[src/rtl/ws2811_frame_buffer_if.sv]
// Host write/commit port and strip-driver read port of the WS2811 frame buffer.
// The host and driver side uses master; the frame buffer uses slave.
interface ws2811_frame_buffer_if #(
  parameter int NUM_LEDS = 4
);
  localparam int ADDR_W = (NUM_LEDS > 1) ? $clog2(NUM_LEDS) : 1;

  logic              wr_en;
  logic [ADDR_W-1:0] wr_addr;
  logic [7:0]        wr_red;
  logic [7:0]        wr_green;
  logic [7:0]        wr_blue;
  logic [7:0]        brightness;
  logic              commit;
  logic              wr_ready;
  logic              swap_pending;
  logic              frame_swapped;
  logic              data_request;
  logic [ADDR_W-1:0] address;
  logic [7:0]        red_out;
  logic [7:0]        green_out;
  logic [7:0]        blue_out;

  modport master (
    output wr_en, wr_addr, wr_red, wr_green, wr_blue, brightness, commit,
    output data_request, address,
    input  wr_ready, swap_pending, frame_swapped,
    input  red_out, green_out, blue_out
  );

  modport slave (
    input  wr_en, wr_addr, wr_red, wr_green, wr_blue, brightness, commit,
    input  data_request, address,
    output wr_ready, swap_pending, frame_swapped,
    output red_out, green_out, blue_out
  );
endinterface

[src/rtl/ws2811_frame_buffer.sv]
// Double-buffered WS2811 colour store: brightness-scaled host writes go to the back bank,
// banks swap on commit at the next frame boundary, the driver reads the front bank.
module ws2811_frame_buffer #(
  parameter int NUM_LEDS = 4
) (
  input logic                  clk,
  input logic                  reset,
  ws2811_frame_buffer_if.slave bus
);
  localparam int ADDR_W = (NUM_LEDS > 1) ? $clog2(NUM_LEDS) : 1;
  localparam int IDX_W  = ADDR_W + 1;
  localparam logic [IDX_W-1:0] LEDS_W = IDX_W'(NUM_LEDS);

  // NOTE: the RAM has no reset; its contents mean nothing until the host writes a frame.
  logic [23:0] mem_q [2*NUM_LEDS];

  logic              s1_valid_q, s1_valid_d;
  logic              s1_commit_q, s1_commit_d;
  logic [ADDR_W-1:0] s1_addr_q;
  logic [23:0]       s1_rgb_q;
  logic              s2_valid_q;
  logic              s2_commit_q;
  logic [ADDR_W-1:0] s2_addr_q;
  logic [23:0]       s2_rgb_q;

  logic        front_sel_q, front_sel_d;
  logic        swap_pending_q, swap_pending_d;
  logic        frame_swapped_q, frame_swapped_d;
  logic [23:0] rgb_q, rgb_d;
  logic [23:0] rd_data;
  logic        wr_ready;
  logic        boundary;
  logic        swap_now;
  logic        read_bank;
  logic [15:0] scale;

  // Bank 0 occupies entries [0, NUM_LEDS), bank 1 follows it.
  function automatic logic [IDX_W-1:0] mem_idx(input logic bank, input logic [ADDR_W-1:0] addr);
    return bank ? (IDX_W'(addr) + LEDS_W) : IDX_W'(addr);
  endfunction

  // c * (brightness + 1) >> 8: 255 is identity, 0 blanks the channel.
  function automatic logic [7:0] scale_ch(input logic [7:0] c, input logic [15:0] s);
    return 8'((16'(c) * s) >> 8);
  endfunction

  always_comb begin
    // NOTE: every combinational output is assigned a default first, so no path infers a latch.
    wr_ready        = !swap_pending_q && !s1_commit_q && !s2_commit_q;
    boundary        = bus.data_request && (bus.address == '0);
    swap_now        = boundary && swap_pending_q;
    read_bank       = front_sel_q ^ swap_now;
    scale           = 16'(bus.brightness) + 16'd1;
    s1_valid_d      = bus.wr_en && wr_ready && (IDX_W'(bus.wr_addr) < LEDS_W);
    s1_commit_d     = bus.commit && wr_ready;
    front_sel_d     = front_sel_q ^ swap_now;
    frame_swapped_d = swap_now;
    swap_pending_d  = swap_pending_q;
    if (swap_now) begin
      swap_pending_d = 1'b0;
    end else if (s2_commit_q) begin
      // A commit landing on a boundary cycle waits for the following boundary.
      swap_pending_d = 1'b1;
    end
    rd_data = '0;
    if (IDX_W'(bus.address) < LEDS_W) begin
      rd_data = mem_q[mem_idx(read_bank, bus.address)];
    end
    rgb_d = bus.data_request ? rd_data : rgb_q;
  end

  // NOTE: state registers use non-blocking assignments so each samples its pre-edge inputs.
  always_ff @(posedge clk) begin
    if (reset) begin
      s1_valid_q      <= 1'b0;
      s1_commit_q     <= 1'b0;
      s2_valid_q      <= 1'b0;
      s2_commit_q     <= 1'b0;
      front_sel_q     <= 1'b0;
      swap_pending_q  <= 1'b0;
      frame_swapped_q <= 1'b0;
      rgb_q           <= '0;
    end else begin
      s1_valid_q      <= s1_valid_d;
      s1_commit_q     <= s1_commit_d;
      s2_valid_q      <= s1_valid_q;
      s2_commit_q     <= s1_commit_q;
      front_sel_q     <= front_sel_d;
      swap_pending_q  <= swap_pending_d;
      frame_swapped_q <= frame_swapped_d;
      rgb_q           <= rgb_d;
    end
  end

  // Write datapath; qualified by the valid flags above, so it needs no reset.
  always_ff @(posedge clk) begin
    s1_addr_q <= bus.wr_addr;
    s1_rgb_q  <= {scale_ch(bus.wr_red, scale), scale_ch(bus.wr_green, scale),
                  scale_ch(bus.wr_blue, scale)};
    s2_addr_q <= s1_addr_q;
    s2_rgb_q  <= s1_rgb_q;
  end

  always_ff @(posedge clk) begin
    if (!reset && s2_valid_q) begin
      mem_q[mem_idx(!front_sel_q, s2_addr_q)] <= s2_rgb_q;
    end
  end

  assign bus.wr_ready      = wr_ready;
  assign bus.swap_pending  = swap_pending_q;
  assign bus.frame_swapped = frame_swapped_q;
  assign bus.red_out       = rgb_q[23:16];
  assign bus.green_out     = rgb_q[15:8];
  assign bus.blue_out      = rgb_q[7:0];
endmodule

[src/flat_wrapper.sv]
// flat-port wrapper written by rule: the top's interface ports become plain ports
module ws2811_frame_buffer_flat 
#(
  parameter int NUM_LEDS = 4
)
  (clk, reset, bus_wr_en, bus_wr_addr, bus_wr_red, bus_wr_green, bus_wr_blue, bus_brightness, bus_commit, bus_data_request, bus_address, bus_wr_ready, bus_swap_pending, bus_frame_swapped, bus_red_out, bus_green_out, bus_blue_out);
  ws2811_frame_buffer_if #(.NUM_LEDS(NUM_LEDS)) bus_i ();
  input logic clk;
  input logic reset;
  input wire logic [$bits(bus_i.wr_en)-1:0] bus_wr_en;
  input wire logic [$bits(bus_i.wr_addr)-1:0] bus_wr_addr;
  input wire logic [$bits(bus_i.wr_red)-1:0] bus_wr_red;
  input wire logic [$bits(bus_i.wr_green)-1:0] bus_wr_green;
  input wire logic [$bits(bus_i.wr_blue)-1:0] bus_wr_blue;
  input wire logic [$bits(bus_i.brightness)-1:0] bus_brightness;
  input wire logic [$bits(bus_i.commit)-1:0] bus_commit;
  input wire logic [$bits(bus_i.data_request)-1:0] bus_data_request;
  input wire logic [$bits(bus_i.address)-1:0] bus_address;
  output wire logic [$bits(bus_i.wr_ready)-1:0] bus_wr_ready;
  output wire logic [$bits(bus_i.swap_pending)-1:0] bus_swap_pending;
  output wire logic [$bits(bus_i.frame_swapped)-1:0] bus_frame_swapped;
  output wire logic [$bits(bus_i.red_out)-1:0] bus_red_out;
  output wire logic [$bits(bus_i.green_out)-1:0] bus_green_out;
  output wire logic [$bits(bus_i.blue_out)-1:0] bus_blue_out;
  assign bus_i.wr_en = bus_wr_en;
  assign bus_i.wr_addr = bus_wr_addr;
  assign bus_i.wr_red = bus_wr_red;
  assign bus_i.wr_green = bus_wr_green;
  assign bus_i.wr_blue = bus_wr_blue;
  assign bus_i.brightness = bus_brightness;
  assign bus_i.commit = bus_commit;
  assign bus_i.data_request = bus_data_request;
  assign bus_i.address = bus_address;
  assign bus_wr_ready = bus_i.wr_ready;
  assign bus_swap_pending = bus_i.swap_pending;
  assign bus_frame_swapped = bus_i.frame_swapped;
  assign bus_red_out = bus_i.red_out;
  assign bus_green_out = bus_i.green_out;
  assign bus_blue_out = bus_i.blue_out;
  ws2811_frame_buffer #(.NUM_LEDS(NUM_LEDS)) u_core (.clk(clk), .reset(reset), .bus(bus_i));
endmodule
[config.mk]
export PLATFORM = sky130hd
export DESIGN_NAME = ws2811_frame_buffer_flat
export DESIGN_NICKNAME = d
export VERILOG_FILES = /design/src/rtl/ws2811_frame_buffer_if.sv /design/src/rtl/ws2811_frame_buffer.sv /design/src/flat_wrapper.sv
export SDC_FILE = /design/constraint.sdc
export NUM_CORES = 1
export LEC_CHECK = 0
export ABC_CLOCK_PERIOD_IN_PS = 16100
export CAP_MARGIN = 20
export CORE_MARGIN = 2
export CORE_UTILIZATION = 60
export CTS_CLUSTER_SIZE = 25
export DETAILED_ROUTE_END_ITERATION = 8
export MAX_ROUTING_LAYER = met4
export PLACE_DENSITY = 0.79
export SYNTH_ARGS = -nofsm -noshare
export SYNTH_HDL_FRONTEND = slang
export SYNTH_SLANG_ARGS = --single-unit
[constraint.sdc]
create_clock -name clk -period 16.1 [get_ports clk]
set_input_delay 3.22 -clock clk [delete_from_list [all_inputs] [get_ports clk]]
set_output_delay 3.22 -clock clk [all_outputs]
set_load 0.01 [all_outputs]
==> impl_metrics.csv <==
group,metric,value,unit
floorplan,die_h,166,µm
route,drt_iter0_drc,748,
clocking,cts_tree,"yes",
power,power_frac_seq,43.8,%
worst_setup_path,reg2reg_depth,7,
timing,rsz0062_at_grt,"false",
worst_setup_path,worstPathArrival,9.56,ns
power,ir_worst_vdd,112,µV
global_route,grt_max_degree,59,
power,p_clk_share,27.4,%
clocking,clock-sinks,275,
power,p_sw,679,µW
timing,finClkSkew,0.00768,ns
synth,synth.cell_area,15800,µm²
global_route,overflow,0,
flow_run,drv_cap,0,
route,totalWireLength,32900,µm
hold_path,hold_class,"flip-flop to flip-flop",
clocking,ctsHoldBuffers,0,
floorplan,rows,59,
synth,synth_flop_cell,"edfxtp_1",
global_route,grt_antenna_before_repair,0,
layout,drive_gt1_share,5.48,%
worst_setup_path,path_max_fanout,24,
status,status,"completed",
clocking,clk_latency,0.52,ns
clocking,clkTransAtPathRegs,0.06,ns
synth,avgSynthCellArea,11.4,µm²
clocking,htreeDepth,1,
floorplan,io-pin-count,68,
synth,synth_async_sr_flop_share,0,%
worst_setup_path,start_kind,"input port",
power,power_density,125,nW/µm²
synth,ys_warn_count,0,
global_route,grtUsageTotal,24.7,%
synth,synth-seq-cells,275,
route,drt_first_pass_iters,8,
synth,ys_top_cells_by_area,"edfxtp_1 (36%), fa_1 (15%), dfxtp_1 (10%), ha_1 (7.7%), and2_1 (5.1%)",
layout,antennaDiodeCount,0,
layout,final_common_cell,"nand2_1",
clocking,root_buffer,"clkbuf_16",
worst_setup_path,crit_type,"input port to flip-flop",
global_route,grt_pass1_wl,53600,µm
timing,finalSetupViolCount,0,
clocking,post_cts_buffers,0,
timing,whs,0.327,ns
synth,synth_cells,1386,
synth,synth_nets,1644,
route,routed_via_density,5.67,
timing,tns,0,ns
timing,finalHoldViolCount,0,
floorplan,die-area,27700,µm²
power,p_sw_share,30.5,%
placement,numPortBuffers,67,
global_route,first_global_vias,10500,
clocking,cts_resized,0,
layout,fill_cells,1924,
floorplan,core_area,26000,µm²
synth,synth_top_area_share,36.4,%
worst_setup_path,endpoint_kind,"flip-flop",
clocking,cts_made_buffers,24,
floorplan,die_x,166,µm
synth,synth-edff-count,192,
timing,slew_headroom,32.6,%
power,leakagePower,7.33,nW
placement,post-dp-hpwl,21800,µm
timing,period_minus_slack,9.17,ns
layout,area_growth,12.2,%
synth,seq_area_frac_synth,46.9,%
clocking,clock_path_buffers,3,
layout,nets,1700,
power,internal-power,1.55,mW
synth,synth.distinct_cells,51,
hold_path,worstHoldPathCells,0,
route,drc,0,
route,wl_per_cell,18.3,µm
synth,synth_area_leader_cell,"edfxtp_1",
layout,layout_common_cells,"nand2_1 (198), edfxtp_1 (192), inv_1 (153)",
timing,finalCritPeriodShare,56.9,%
timing,maxSlewViolCount,0,
route,vias,10200,
route,detail-route-antenna-nets,0,
power,combPwrFrac,28.8,%
worst_setup_path,required,16.50,ns
timing,max_freq,0.109,GHz
floorplan,start_util,61.0,%
placement,routabilityCongestion,0.857,
timing,worst_pin_slew,1.01,ns
[power groups by stage]
| stage | logic, mW | registers (mW) | clock network [mW] |
|---|---|---|---|
| 6_report | 0.642 | 0.976 | 0.610 |
| 2_1_floorplan | 0.477 | 0.956 | 0 |
| 3_3_place_gp | 0.610 | 0.983 | 0 |
| 4_1_cts | 0.649 | 0.976 | 0.616 |
| 3_5_place_dp | 0.644 | 0.990 | 0 |
| 5_1_grt | 0.742 | 0.986 | 0.641 |
[critical path: stages]
cell	delay [ns]
clkdlybuf4s50_1	1.04
ha_1	0.34
nand3_1	0.14
xnor2_1	0.49
buf_4	0.30
nand2_1	0.10
fa_1	0.51
fa_1	0.57
inv_1	0.06
fa_1	0.50
fa_1	0.42
ha_1	0.30
and3_1	0.20
a221oi_1	0.39
a21oi_1	0.21
nor3_1	0.39
o21ai_0	0.20
xor2_1	0.17
[cells in the mapped netlist, types with 2 or more instances]
master / n
a2111oi_0: 2
a21o_1: 5
a21oi_1: 36
a22oi_1: 5
a31oi_1: 16
and2_1: 130
and3_1: 5
buf_1: 2
buf_2: 10
buf_4: 3
buf_6: 3
clkbuf_1: 37
dfxtp_1: 83
edfxtp_1: 192
fa_1: 120
ha_1: 97
inv_1: 153
mux2i_1: 30
nand2_1: 198
nand2b_1: 13
nand3_1: 43
nand3b_1: 2
nand4b_1: 3
nor2_1: 26
nor2b_1: 36
nor3_1: 11
nor4_1: 5
o211ai_1: 19
o21a_1: 2
o21ai_0: 29
o21bai_1: 3
o221ai_1: 6
o221ai_2: 5
xnor2_1: 24
xor2_1: 16
[sequential cells by signal (all words and copies together) (netlist names), 2 cells and up]
| name | cells |
|---|---|
| u_core.s2_rgb_q | 24 |
| u_core.mem_q | 192 |
| u_core.s1_addr_q | 2 |
| u_core.rgb_q | 24 |
| u_core.s2_addr_q | 2 |
| u_core.s1_rgb_q | 24 |
[path summary, 6_finish.rpt]
check	start	endpoint	slack, ns
min	u_core.s1_rgb_q[10]$_DFF_P_	u_core.s2_rgb_q[10]$_DFF_P_	0.33
max	bus_brightness[0]	u_core.s1_rgb_q[21]$_DFF_P_	6.93
min reg2reg	u_core.s1_rgb_q[10]$_DFF_P_	u_core.s2_rgb_q[10]$_DFF_P_	0.33
max reg2reg	u_core.front_sel_q$_SDFF_PP0_	u_core.rgb_q[4]$_SDFFE_PP0P_	13.46
[per-stage QoR]
| step | utilization [%] | cells | power [mW] | setup slack, ns | instance area (µm²) |
|---|---|---|---|---|---|
| 3_5_place_dp | 65.0 | 1751 | 1.63 | 6.47 | 16900 |
| 3_3_place_gp | 65.0 | 1751 | 1.59 | 6.82 | 16900 |
| 2_1_floorplan | - | 1386 | 1.43 | 8.29 | 15800 |
| 5_1_grt | 68.4 | 1795 | 2.37 | 6.58 | 17800 |
| 4_1_cts | 68.4 | 1795 | 2.24 | 7.00 | 17800 |
| 6_report | 68.4 | 1795 | 2.23 | 6.93 | 17800 |
[final cells by class]
class / instances / area, µm² / area share (%)
multi-input combinational: 903 / 7670 / 43.2
sequential: 275 / 7430 / 41.8
timing repair buffer: 85 / 806 / 4.53
clock buffer: 36 / 782 / 4.40
inverter: 153 / 574 / 3.23
tap: 335 / 419 / 2.36
clock inverter: 8 / 90.1 / 0.507
[cell families (layout without fill, tap and decap cells)]
logic type,after synthesis,in the layout,synth area share [%]
buffers and inverters,208,282,5.22
adders and majority gates,217,217,22.8
muxes,30,30,1.90
and+or+nand+nor,476,476,15.0
xor gates and xnor gates,42,42,2.42
AOI/OAI and AO/OA,138,138,5.79
DFF,275,275,46.9
[per-layer routing]
| layer | track usage [%] | vias up | wire length [µm] |
|---|---|---|---|
| met5 | - | - | 0 |
| met4 | 6.41 | 0 | 663 |
| met3 | 2.71 | 54 | 2020 |
| met2 | 41.7 | 366 | 16000 |
| met1 | 32.4 | 5018 | 14200 |
| li1 | - | 4732 | - |
No activity file was read; power rests on OpenSTA's default activity.
